<file path="src/rtl/lock_pkg.sv">
`default_nettype none
// ============================================================================
//  Module      : lock_pkg
//  Description : Shared types and constants for the code-lock controller.
//                Holds the controller state encoding and the BCD digit
//                constants used by the digit-entry path.
//  Contents    : state_e   - controller states
//                BCD_W     - width of one BCD digit
//                DIGIT_MAX - largest decimal digit value
//  Revision    : 1.0 - initial release
// ============================================================================
package lock_pkg;

    localparam int BCD_W     = 4;
    localparam int DIGIT_MAX = 9;

    typedef enum logic [2:0] {
        ST_ENTRY   = 3'd0,
        ST_CHECK   = 3'd1,
        ST_OPEN    = 3'd2,
        ST_ERROR   = 3'd3,
        ST_LOCKOUT = 3'd4,
        ST_PROG    = 3'd5
    } state_e;

endpackage : lock_pkg
`default_nettype wire

</file>
<file path="src/rtl/lock_ctrl_modcnt.sv">
`default_nettype none
// ============================================================================
//  Module      : lock_ctrl_modcnt
//  Description : Parameterised modulo counter. Counts 0..i_max on each
//                enabled cycle and wraps back to 0 after i_max. The clear
//                input is synchronous and overrides the count enable.
//  Ports       : clk    - clock
//                i_clr  - synchronous clear (active high, highest priority)
//                i_ce   - count enable
//                i_max  - terminal value (modulus - 1), may change at run time
//                o_q    - current count
//  Revision    : 1.0 - initial release
// ============================================================================
module lock_ctrl_modcnt #(
    parameter int WIDTH = 4
) (
    input  logic             clk,
    input  logic             i_clr,
    input  logic             i_ce,
    input  logic [WIDTH-1:0] i_max,
    output logic [WIDTH-1:0] o_q
);

    logic [WIDTH-1:0] r_q;

    always_ff @(posedge clk) begin
        if (i_clr) begin
            r_q <= '0;
        end else if (i_ce) begin
            // Use >= so a count that is already past a freshly lowered
            // terminal value still wraps instead of running to all-ones.
            if (r_q >= i_max) begin
                r_q <= '0;
            end else begin
                r_q <= r_q + WIDTH'(1);
            end
        end
    end

    assign o_q = r_q;

endmodule : lock_ctrl_modcnt
`default_nettype wire

</file>
<file path="src/rtl/lock_ctrl.sv">
`default_nettype none
// ============================================================================
//  Module      : lock_ctrl
//  Description : Sequencing controller for the code lock. Collects a
//                DIGITS-long BCD code from debounced push-button pulses,
//                compares it against the stored code and holds the lock
//                open, in error or in lockout for a fixed number of
//                timebase ticks. The stored code can be reprogrammed while
//                the lock is open.
//  Ports       : clk        - system clock
//                clr_n      - synchronous active-low reset
//                tick       - one-cycle timebase strobe
//                btn_up     - pulse, increment current digit (mod 10)
//                btn_enter  - pulse, commit digit / close lock
//                btn_prog   - pulse, enter programming (only while open)
//                digit      - currently selected digit 0..9
//                digit_idx  - position of the digit being entered
//                unlocked   - lock actuator, high while open or programming
//                error      - high while showing a wrong-code indication
//                locked_out - high during lockout after repeated failures
//                prog       - high while programming a new code
//  Revision    : 1.0 - initial release
// ============================================================================
module lock_ctrl
    import lock_pkg::*;
#(
    parameter int                      DIGITS       = 4,
    parameter int                      IDX_W        = 2,
    parameter logic [BCD_W*DIGITS-1:0] DEFAULT_CODE = 16'h1234,
    parameter int                      MAX_FAIL     = 3,
    parameter int                      OPEN_TICKS   = 5,
    parameter int                      ERR_TICKS    = 2,
    parameter int                      LOCK_TICKS   = 10,
    parameter int                      TMR_W        = 8
) (
    input  logic             clk,
    input  logic             clr_n,
    input  logic             tick,
    input  logic             btn_up,
    input  logic             btn_enter,
    input  logic             btn_prog,
    output logic [BCD_W-1:0] digit,
    output logic [IDX_W-1:0] digit_idx,
    output logic             unlocked,
    output logic             error,
    output logic             locked_out,
    output logic             prog
);

    // The failure counter never holds MAX_FAIL itself: reaching it sends the
    // FSM to lockout and clears the counter in the same edge.
    localparam int FAIL_W = (MAX_FAIL > 1) ? $clog2(MAX_FAIL) : 1;
    localparam int CODE_W = BCD_W * DIGITS;

    // ------------------------------------------------------------------------
    // State and datapath registers
    // ------------------------------------------------------------------------
    state_e              r_state;
    state_e              w_state_nxt;
    logic [IDX_W-1:0]    r_idx;
    logic [CODE_W-1:0]   r_entry;
    logic [CODE_W-1:0]   r_code;
    logic [FAIL_W-1:0]   r_fail;

    logic [FAIL_W-1:0]   w_fail_nxt;
    logic                w_code_load;
    logic [CODE_W-1:0]   w_entry_nxt;

    logic [BCD_W-1:0]    w_digit;
    logic [TMR_W-1:0]    w_tmr;
    logic [TMR_W-1:0]    w_tmr_max;

    logic                w_in_entry;
    logic                w_commit;
    logic                w_last;
    logic                w_timed;
    logic                w_expire;
    logic                w_transition;

    // ------------------------------------------------------------------------
    // Decodes of the current state and button activity
    // ------------------------------------------------------------------------
    assign w_in_entry   = (r_state == ST_ENTRY) || (r_state == ST_PROG);
    assign w_commit     = btn_enter && w_in_entry;
    assign w_last       = (r_idx == IDX_W'(DIGITS - 1));
    assign w_timed      = (r_state == ST_OPEN) || (r_state == ST_ERROR) ||
                          (r_state == ST_LOCKOUT);
    assign w_expire     = tick && w_timed && (w_tmr == w_tmr_max);
    assign w_transition = (w_state_nxt != r_state);

    // Terminal timer value for the state currently being timed.
    always_comb begin
        w_tmr_max = '0;
        case (r_state)
            ST_OPEN:    w_tmr_max = TMR_W'(OPEN_TICKS - 1);
            ST_ERROR:   w_tmr_max = TMR_W'(ERR_TICKS - 1);
            ST_LOCKOUT: w_tmr_max = TMR_W'(LOCK_TICKS - 1);
            default:    w_tmr_max = '0;
        endcase
    end

    // ------------------------------------------------------------------------
    // Digit select counter (0..9). Enter wins over up in the same cycle so
    // the committed value is always the pre-increment digit.
    // ------------------------------------------------------------------------
    lock_ctrl_modcnt #(
        .WIDTH (BCD_W)
    ) u_digit_cnt (
        .clk   (clk),
        .i_clr (!clr_n || btn_enter || w_transition),
        .i_ce  (btn_up && !btn_enter && w_in_entry),
        .i_max (BCD_W'(DIGIT_MAX)),
        .o_q   (w_digit)
    );

    // ------------------------------------------------------------------------
    // State timer: counts ticks in the timed states, restarts on every
    // state change so each state sees a fresh count from zero.
    // ------------------------------------------------------------------------
    lock_ctrl_modcnt #(
        .WIDTH (TMR_W)
    ) u_state_tmr (
        .clk   (clk),
        .i_clr (!clr_n || w_transition),
        .i_ce  (tick && w_timed),
        .i_max (w_tmr_max),
        .o_q   (w_tmr)
    );

    // ------------------------------------------------------------------------
    // Entry buffer with the current digit merged in. Digit 0 lives in the
    // most significant nibble. The merged value also feeds the code register
    // so a programming pass stores the digit committed on its final edge.
    // ------------------------------------------------------------------------
    always_comb begin
        w_entry_nxt = r_entry;
        for (int i = 0; i < DIGITS; i++) begin
            if (r_idx == IDX_W'(i)) begin
                w_entry_nxt[BCD_W*(DIGITS-1-i) +: BCD_W] = w_digit;
            end
        end
    end

    // ------------------------------------------------------------------------
    // FSM next-state logic
    // ------------------------------------------------------------------------
    always_comb begin
        w_state_nxt = r_state;
        w_fail_nxt  = r_fail;
        w_code_load = 1'b0;
        case (r_state)
            ST_ENTRY: begin
                if (w_commit && w_last) begin
                    w_state_nxt = ST_CHECK;
                end
            end
            ST_CHECK: begin
                if (r_entry == r_code) begin
                    w_fail_nxt  = '0;
                    w_state_nxt = ST_OPEN;
                end else if ((int'(r_fail) + 1) == MAX_FAIL) begin
                    w_fail_nxt  = '0;
                    w_state_nxt = ST_LOCKOUT;
                end else begin
                    w_fail_nxt  = r_fail + FAIL_W'(1);
                    w_state_nxt = ST_ERROR;
                end
            end
            ST_OPEN: begin
                // Buttons beat the timeout; prog beats enter.
                if (btn_prog) begin
                    w_state_nxt = ST_PROG;
                end else if (btn_enter || w_expire) begin
                    w_state_nxt = ST_ENTRY;
                end
            end
            ST_ERROR, ST_LOCKOUT: begin
                if (w_expire) begin
                    w_state_nxt = ST_ENTRY;
                end
            end
            ST_PROG: begin
                if (w_commit && w_last) begin
                    w_code_load = 1'b1;
                    w_state_nxt = ST_ENTRY;
                end
            end
            default: begin
                w_state_nxt = ST_ENTRY;
            end
        endcase
    end

    // ------------------------------------------------------------------------
    // Sequential state
    // ------------------------------------------------------------------------
    always_ff @(posedge clk) begin
        if (!clr_n) begin
            r_state <= ST_ENTRY;
        end else begin
            r_state <= w_state_nxt;
        end
    end

    always_ff @(posedge clk) begin
        if (!clr_n) begin
            r_idx <= '0;
        end else if (w_transition) begin
            r_idx <= '0;
        end else if (w_commit) begin
            r_idx <= w_last ? '0 : r_idx + IDX_W'(1);
        end
    end

    always_ff @(posedge clk) begin
        if (!clr_n) begin
            r_entry <= '0;
        end else if (w_commit) begin
            r_entry <= w_entry_nxt;
        end
    end

    always_ff @(posedge clk) begin
        if (!clr_n) begin
            r_code <= DEFAULT_CODE;
        end else if (w_code_load) begin
            r_code <= w_entry_nxt;
        end
    end

    always_ff @(posedge clk) begin
        if (!clr_n) begin
            r_fail <= '0;
        end else begin
            r_fail <= w_fail_nxt;
        end
    end

    // ------------------------------------------------------------------------
    // Outputs: all decoded from registered state
    // ------------------------------------------------------------------------
    assign digit      = w_digit;
    assign digit_idx  = r_idx;
    assign unlocked   = (r_state == ST_OPEN) || (r_state == ST_PROG);
    assign error      = (r_state == ST_ERROR);
    assign locked_out = (r_state == ST_LOCKOUT);
    assign prog       = (r_state == ST_PROG);

endmodule : lock_ctrl
`default_nettype wire

</file>
<file path="config.mk">
export PLATFORM = sky130hd
export DESIGN_NAME = lock_ctrl
export DESIGN_NICKNAME = d
export VERILOG_FILES = /design/src/rtl/lock_pkg.sv /design/src/rtl/lock_ctrl_modcnt.sv /design/src/rtl/lock_ctrl.sv
export SDC_FILE = /design/constraint.sdc
export NUM_CORES = 1
export LEC_CHECK = 0
export ABC_AREA = 1
export BUFFER_PORTS_ARGS = -buffer_cell sky130_fd_sc_hd__buf_2
export CELL_PAD_IN_SITES_DETAIL_PLACEMENT = 1
export CELL_PAD_IN_SITES_GLOBAL_PLACEMENT = 2
export CORE_UTILIZATION = 34
export CTS_CLUSTER_DIAMETER = 100
export CTS_CLUSTER_SIZE = 25
export DETAILED_ROUTE_END_ITERATION = 7
export GPL_ROUTABILITY_DRIVEN = 1
export PLACE_DENSITY = 0.9
export SYNTH_ARGS = -nofsm -noshare
export SYNTH_HDL_FRONTEND = slang
export SYNTH_SLANG_ARGS = --single-unit
export TNS_END_PERCENT = 30
</file>
<file path="constraint.sdc">
create_clock -name clk -period 2.45 [get_ports clk]
set_input_delay 0.245 -clock clk [delete_from_list [all_inputs] [get_ports clk]]
set_output_delay 0.245 -clock clk [all_outputs]
set_load 0.01 [all_outputs]
</file>
==> impl_metrics.json, run 1 <==
{
  "max_cap_violations": 0,
  "via_per_inst": 4.88,
  "syn-instance-count": 408,
  "r2r-end": "u_state_tmr.o_q[0]",
  "power_leakage_nw": 1.35,
  "ys.flop_type": "dfxtp_1",
  "power_mw": 1.90,
  "avgSynthCellArea_sq_um": 6.75,
  "holdBufCountCts": 0,
  "async_flop_share": 0,
  "finalNetCount": 446,
  "gr-total-overflow": 0,
  "fin_crit_sh": 0.958,
  "antenna_found_initial": 0,
  "synth.cell_area_sq_um": 2750,
  "fp.dieH_microns": 92.0,
  "hold_viol": 0,
  "drv_slew": 0,
  "fin_hold_ws_ps": 333,
  "cp-start-kind": "flop",
  "wl_per_cell_microns": 13.6,
  "arrival_ps": 2590,
  "boundaryPins": 16,
  "routed_wl_microns": 7200,
  "placed_cells": 516,
  "postRouteAntennaNets": 0,
  "power_density_nw_per_um2": 595,
  "status": "completed",
  "place_congestion": 0.825,
  "dp_hpwl_microns": 5040,
  "die_x_microns": 92.0,
  "fmax_mhz": 426,
  "grt_pass1_vias": 2583,
  "r2r_cells": 13,
  "crit_family": "simple AND/OR/NAND/NOR gates",
  "worstHoldPathCells": 4,
  "critical_path.max_fanout": 5,
  "ys_ff_latch": 51,
  "worstSetupPathType": "reg2reg",
  "required_ps": 2690,
  "fp.coreArea_sq_um": 7770,
  "clk_latency_ps": 310,
  "skew_ps": 11.4,
  "cp-end-kind": "flop",
  "area_growth_pct": 16.0,
  "rows": 32,
  "stdcell_count": 531,
  "cts_buffers": 5,
  "synth_edf_count": 0,
  "clk_pin_slew_worst_paths_ps": 100,
  "post_route_cells_drive_above_1_share": 0.149,
  "slew_headroom": 0.678,
  "critPathSlowestCell": "dfxtp_4",
  "vias": 2591,
  "syn_nets": 426,
  "grt_max_degree": 37,
  "r2r_slack_ps": 100,
  "slowest_delay_ps": 390,
  "hold_end": "u_digit_cnt.o_q[0]",
  "final_core_util": 0.411,
  "cp_num_buf_inv": 2,
  "yosys_warnings": 0,
  "drt_iter0_drc": 69,
  "grt_pass1_wl_microns": 12200,
  "worst_pin_slew_ps": 480,
  "finalWorstSetupSlack_ps": 104,
  "setup_violations": 0,
  "ir_drop_mv": 0.230,
  "place_area_sq_um": 2930,
  "n_antenna_cell": 0,
  "min_path_type": "in2reg",
  "r2r-start": "r_state[2]",
  "drc": 0,
  "crit_cells": 13,
  "root_buffer": "clkbuf_8",
  "path_cells": "inv_4 -> nand2_4 -> nor2_4 -> inv_2 -> ha_4 -> nand4_1 -> nor2_1 -> nand2_2 -> a21oi_1 -> nand2_1 -> xor2_2 -> nand3_4 -> nor2_2",
  "track_usage": 0.180,
  "dp_slack_ps": 148,
  "tritoncts": "built",
  "cts_sinks": 51,
  "cts_buffer_depth": 2,
  "ys_seq_area_frac": 0.371,
  "dr.pass1.iters": 4,
  "synth_cell_types": 30,
  "cts_max_level": 2,
  "setup_tns_ps": 0,
  "fin_crit_ps": 2350,
  "design_area_sq_um": 3190,
  "initial_core_util": 0.354,
  "portBuffers": 15,
  "die_area_sq_um": 8460,
  "hp-start": "btn_enter"
}
power breakdown:
group	switching, mW	internal, mW
Combinational	0.208	0.101
Sequential	0.0289	0.863
Clock	0.291	0.407
Total	0.527	1.37
cells in the final DEF (no fill, tap or decap), types with 6 or more instances in the layout:
cell type,count
nor2_1,31
buf_2,15
a21oi_1,47
nand2_1,95
ha_1,11
inv_1,54
nand3_1,7
dfxtp_1,48
buf_4,10
o21ai_0,55
nor2_2,6
area by class of cell:
class,instances,area (sq um)
Clock buffer,5,68.8
Clock inverter,3,67.6
Fill cell,1008,4580
Inverter,58,220
Multi-Input combinational cell,287,1530
Sequential cell,51,1030
Tap cell,102,128
Timing Repair Buffer,25,150
cell usage after synthesis, types with 2 or more instances:
cell type | count | area [sq um]
clkbuf_1 | 11 | 41.3
nand3_1 | 7 | 35.0
nor3_1 | 5 | 25.0
buf_2 | 2 | 10.0
a21oi_1 | 47 | 235
nor4_1 | 3 | 18.8
nand2_1 | 95 | 357
inv_2 | 2 | 7.51
dfxtp_1 | 51 | 1020
nand2_2 | 5 | 31.3
xor2_1 | 2 | 17.5
o21ai_0 | 55 | 275
nor2_1 | 36 | 135
inv_1 | 55 | 206
ha_1 | 12 | 150
nand3_2 | 2 | 20.0
nor2_2 | 3 | 18.8
nor2_4 | 3 | 33.8
flip-flops by register name, indices dropped and copies added, names as in the netlist:
signal,flops
r_code,16
r_entry,16
u_state_tmr.o_q,8
u_digit_cnt.o_q,4
r_state,3
digit_idx,2
r_fail,2
layer usage:
| layer | wire, microns | share of wire | track usage | up-vias |
|---|---|---|---|---|
| met4 | 80 | 0.011 | 0.0547 | 0 |
| met1 | 3380 | 0.47 | 0.224 | 1213 |
| met3 | 132 | 0.018 | 0.0398 | 5 |
| li1 | - | - | - | 1349 |
| met2 | 3610 | 0.50 | 0.308 | 24 |
| met5 | 0 | 0 | 0 | - |
how the worst max path moves through the flow:
stage / slack, ps / to / start
6_report: 100 / u_state_tmr.o_q[0] / r_state[2]
5_1_grt: -30 / u_state_tmr.o_q[0] / r_state[2]
3_3_place_gp: 250 / u_state_tmr.o_q[2] / r_state[1]
4_1_cts: 110 / u_state_tmr.o_q[0] / r_state[2]
2_1_floorplan: 450 / digit_idx[0] / r_state[1]
3_5_place_dp: 150 / u_state_tmr.o_q[0] / r_state[2]
cells by family after synthesis:
family | Yosys count | synth area share
flops | 51 | 0.371
buf+inv | 71 | 0.0977
xor+xnor | 3 | 0.0123
simple gates | 164 | 0.264
fa+ha+maj | 12 | 0.0545
compound gates | 107 | 0.200
repair_timing:
| action | 4_1_cts | 5_1_grt |
|---|---|---|
| endpoints found under the setup margin | 0 | 14 |
| resized for setup | 0 | 19 |
| buffers inserted | 0 | 6 |
worst reg2reg max path: cells and delay by family, from the launching register on:
family	cells	cell delay [ps]
compound gates	1	200
xor+xnor	1	320
fa+ha+maj	1	250
buf+inv	2	130
flops	1	390
simple gates	8	1000
Power figures use the tool's default switching activity.
==> inputs of run 2 (changes only) <==
Settings changed: BUFFER_PORTS_ARGS -buffer_cell sky130_fd_sc_hd__buf_2 to default, CORE_UTILIZATION 34 to 35, DONT_BUFFER_PORTS from default to 1, PLACE_DENSITY 0.9 to 0.75.
==> run 2 against run 1 <==
Worst setup slack better by 48 ps. Via count down 2.8%. Largest power group unchanged. Clock skew down 1.4 ps. Critical endpoint is now u_state_tmr.o_q[1]. Critical path type unchanged.
==> impl_metrics.json, run 2 (synthesized netlist as in run 1, its figures left out) <==
{
  "status": "completed",
  "power_switching_uw": 512,
  "cts_max_level": 2,
  "root_buffer": "clkbuf_8",
  "post_route_cells_drive_above_1_share": 0.127,
  "track_usage": 0.182,
  "postRouteAntennaNets": 0,
  "die_x_microns": 90.7,
  "fin_hold_ws_ps": 66.8,
  "fillers": 950,
  "required_ps": 2700,
  "wl_met3_microns": 220,
  "fin_crit_ps": 2300,
  "dr.pass1.iters": 4,
  "n_antenna_cell": 0,
  "gr-total-overflow": 0,
  "area_growth_pct": 13.0,
  "final_common_cell": "nand2_1",
  "wirelength_met1_microns": 3500,
  "grt_pass1_wl_microns": 12000,
  "path_cells": "inv_4 -> nand2_4 -> nor2_4 -> inv_2 -> ha_4 -> nand4_1 -> nor2_1 -> nand2_2 -> nand2_1 -> nand2_1 -> nor2_2 -> nand2_1 -> nand2_1 -> nand2_2 -> nor2_4 -> nand3_4 -> nor2_2",
  "vias": 2518,
  "cts_sinks": 51,
  "routed_wl_microns": 7060,
  "r2r-end": "u_state_tmr.o_q[1]",
  "worst_pin_slew_ps": 495,
  "cts_buffer_depth": 2,
  "dp_hpwl_microns": 5140,
  "ir_drop_mv": 0.274,
  "combPwrFrac": 0.166,
  "min_path_type": "in2reg",
  "r2r_slack_ps": 150,
  "finalNetCount": 433,
  "critPathSlowestCell": "dfxtp_4",
  "cp-start-kind": "flop",
  "fmax_mhz": 435,
  "setup_violations": 0,
  "crit_family": "simple AND/OR/NAND/NOR gates",
  "critical_path.max_fanout": 5,
  "hold_viol": 0,
  "fp.dieH_microns": 90.7,
  "max_cap_violations": 0,
  "initial_core_util": 0.372,
  "drt_iter0_drc": 52,
  "grt_pass1_vias": 2529,
  "wl_met2_microns": 3240,
  "worstHoldPathCells": 2,
  "dp_slack_ps": 132,
  "rsz0062_at_grt": "true",
  "boundaryPins": 16,
  "worstSetupPathType": "reg2reg",
  "p_int_mw": 1.29,
  "final_cell_mix": "nand2_1, inv_1, o21ai_0",
  "fin_crit_sh": 0.938,
  "r2r-start": "r_state[2]",
  "slew_headroom": 0.669,
  "cts_buffers": 5,
  "grt_max_degree": 37,
  "swShare": 0.284,
  "wl_per_cell_microns": 13.7,
  "power_leakage_nw": 1.28,
  "crit_cells": 17,
  "slowest_delay_ps": 380,
  "place_congestion": 0.798,
  "clk_latency_ps": 310,
  "fp.coreArea_sq_um": 7410,
  "die_area_sq_um": 8220,
  "power_mw": 1.80,
  "cp-end-kind": "flop",
  "r2r_cells": 17,
  "clk_pin_slew_worst_paths_ps": 100,
  "skew_ps": 9.98,
  "arrival_ps": 2550,
  "antenna_found_initial": 0,
  "via_per_inst": 4.89,
  "startpoint": "r_state[2]",
  "power_frac_seq": 0.493,
  "cp_common_cell": "nand2_1",
  "tritoncts": "built",
  "highest_layer": "met4",
  "pwr-share-clk": 0.341,
  "cp_num_buf_inv": 2,
  "rows": 31,
  "portBuffers": 0,
  "drv_slew": 0,
  "drc": 0,
  "finalWorstSetupSlack_ps": 152,
  "power_density_nw_per_um2": 580,
  "crit_end": "u_state_tmr.o_q[1]"
}
## run 2: cell type report
cell class | count | area, sq um | area share
clock buffers | 6 | 82.6 | 0.0265
clock inverters | 2 | 35.0 | 0.0113
inverters | 58 | 220 | 0.0708
multi-input cells | 287 | 1530 | 0.491
flip-flops and latches | 51 | 1030 | 0.332
well taps | 99 | 124 | 0.0398
repair buffers | 12 | 90.1 | 0.0290
## run 2: layer usage
layer	up-vias	track usage
met1	1168	0.230
met4	0	0.0524
met3	7	0.0505
met5	-	0
li1	1321	-
met2	22	0.301
## run 2: power by group through the flow
stage	logic [mW]	clock network [mW]	registers [mW]
floorplan	0.210	0	0.908
global placement	0.276	0	0.910
detailed placement	0.283	0	0.912
CTS	0.283	0.639	0.893
global route	0.342	0.674	0.896
finish	0.299	0.615	0.890
## run 2: worst reg2reg max path, delay by kind of cell (launching register included)
family	cells	cell delay (ps)
adders and majority gates	1	260
DFF	1	380
and+or+nand+nor	14	1450
buffers and inverters	2	150
## run 2: through the flow
step	cells	TNS [ps]	util	cell area [sq um]
floorplan	408	0	-	2750
global placement	501	0	0.388	2880
detailed placement	501	0	0.388	2880
CTS	509	0	0.404	3000
global route	515	-247	0.420	3110
finish	515	0	0.420	3110
## run 2: timing repair
action,CTS,global route
setup buffers,0,5
hold buffers,0,0
setup endpoints to repair,0,14
gates resized for setup,0,21
## run 2: worst min path at each step
stage	startpoint	endpoint	slack (ps)
3_3_place_gp	clr_n	r_code[1]	390
4_1_cts	clr_n	r_entry[12]	60
6_report	clr_n	r_code[1]	70
5_1_grt	clr_n	r_entry[12]	50
2_1_floorplan	clr_n	r_fail[0]	390
3_5_place_dp	clr_n	r_entry[2]	390
==> inputs of run 3 (changes only) <==
Settings changed: CORE_UTILIZATION 35 to 37, CTS_BUF_LIST from default to sky130_fd_sc_hd__clkbuf_4 sky130_fd_sc_hd__clkbuf_8, MAX_ROUTING_LAYER from default to met4, PLACE_DENSITY 0.75 to 0.79.
==> run 3 against run 2 <==
Total power fell by 6.7%. Worst setup slack better by 28 ps. Combinational power down 3%. Wire length shrank 2.6%. Cell area shrank 0.76%. Count of clock-buffer cells in the layout unchanged. First-iteration DRC count rose by 63%. Clock skew decreased by 2.5 ps. Critical endpoint is now u_state_tmr.o_q[0].
==> impl_metrics.json, run 3 (synthesized netlist as in run 1, its figures left out) <==
{
  "wl_per_cell_microns": 13.4,
  "dp_hpwl_microns": 4970,
  "place_congestion": 0.800,
  "die_x_microns": 88.3,
  "fin_crit_ps": 2270,
  "boundaryPins": 16,
  "fp.dieH_microns": 88.3,
  "fmax_mhz": 440,
  "power_mw": 1.68,
  "required_ps": 2700,
  "min_path_type": "in2reg",
  "cts_max_level": 2,
  "drc": 0,
  "slew_headroom": 0.642,
  "critical_path.max_fanout": 5,
  "initial_core_util": 0.382,
  "arrival_ps": 2520,
  "max_cap_violations": 0,
  "final_common_cell": "nand2_1",
  "cp-end-kind": "flop",
  "grt_max_degree": 37,
  "power_density_nw_per_um2": 545,
  "gr-total-overflow": 0,
  "hold_viol": 0,
  "setup_tns_ps": 0,
  "cts_buffers": 5,
  "antenna_found_initial": 0,
  "die_area_sq_um": 7790,
  "rows": 31,
  "ir_drop_mv": 0.228,
  "power_leakage_nw": 1.27,
  "skew_ps": 7.52,
  "clk_latency_ps": 310,
  "post_route_cells_drive_above_1_share": 0.118,
  "n_antenna_cell": 0,
  "postRouteAntennaNets": 0,
  "fin_crit_sh": 0.927,
  "area_growth_pct": 12.1,
  "status": "completed",
  "routed_wl_microns": 6880,
  "cts_sinks": 51,
  "setup_violations": 0,
  "via_per_inst": 4.86,
  "grt_pass1_vias": 2435,
  "drv_slew": 0,
  "root_buffer": "clkbuf_8",
  "worst_pin_slew_ps": 536,
  "worstSetupPathType": "reg2reg",
  "dr.pass1.iters": 4,
  "rsz0062_at_grt": "false",
  "clk_pin_slew_worst_paths_ps": 90,
  "final_cell_mix": "nand2_1, inv_1, o21ai_0",
  "grt_pass1_wl_microns": 11400,
  "track_usage": 0.195,
  "tritoncts": "built",
  "cp-start-kind": "flop",
  "fp.coreArea_sq_um": 7210,
  "finalNetCount": 432,
  "drt_iter0_drc": 85,
  "portBuffers": 0,
  "vias": 2498,
  "cts_buffer_depth": 2,
  "place_area_sq_um": 2870,
  "design_area_sq_um": 3090
}
-- run 3: layout make-up --
| class | instances | area, sq um |
|---|---|---|
| Timing Repair Buffer | 11 | 82.6 |
| Fill cell | 946 | 4130 |
| Clock buffer | 6 | 76.3 |
| Sequential cell | 51 | 1030 |
| Multi-Input combinational cell | 287 | 1540 |
| Inverter | 58 | 223 |
| Tap cell | 99 | 124 |
| Clock inverter | 2 | 12.5 |
-- run 3: power breakdown --
group / internal (mW) / switching, mW / leakage (nW) / total (mW)
Combinational: 0.0970 / 0.192 / 0.803 / 0.289
Sequential: 0.863 / 0.0321 / 0.417 / 0.895
Clock: 0.212 / 0.288 / 0.0446 / 0.499
-- run 3: per-layer routing --
layer  GRT usage  vias to the layer above  routed length, microns
li1            -                     1315                       -
met1       0.231                     1159                    3250
met2       0.339                       17                    3400
met3      0.0401                        7                     159
met4      0.0440                        0                      72
met5           -                        -                       0
-- run 3: per-stage QoR --
stage          cells  hold WS (ps)  setup slack [ps]  utilization
6_report         514          75.5               180        0.428
5_1_grt          514          56.1              11.5        0.428
4_1_cts          508          55.6               124        0.410
3_5_place_dp     500           395               168        0.398
3_3_place_gp     500           388               241        0.398
2_1_floorplan    408           390               447            -
-- run 3: final timing paths --
check | startpoint | end | slack, ps | cells after the start
worst max register to register | r_state[2] | u_state_tmr.o_q[0] | 180 | 17
worst min-delay path | clr_n | r_entry[13] | 80 | 2
worst min register to register | u_state_tmr.o_q[5] | u_state_tmr.o_q[5] | 450 | 2
worst max-delay path | r_state[2] | u_state_tmr.o_q[0] | 180 | 17
-- run 3: what timing repair did --
action	in CTS	in global routing
setup buffers	0	5
gates resized for setup	0	21
setup endpoints to repair	0	14
hold buffers	0	0
-- run 3: worst max-delay path, cell delays in order, from the launching register on --
cell and delay [ps]:
dfxtp_4 390, inv_6 60, nand2_4 60, nor2_4 120
inv_2 60, ha_4 260, nand4_1 80, nor2_1 130
nand2_2 80, nand2_1 70, nand2_1 60, nor2_2 150
nand2_1 70, nand2_1 80, nand2_2 70, nor2_4 220
nand3_4 140, nor2_1 120
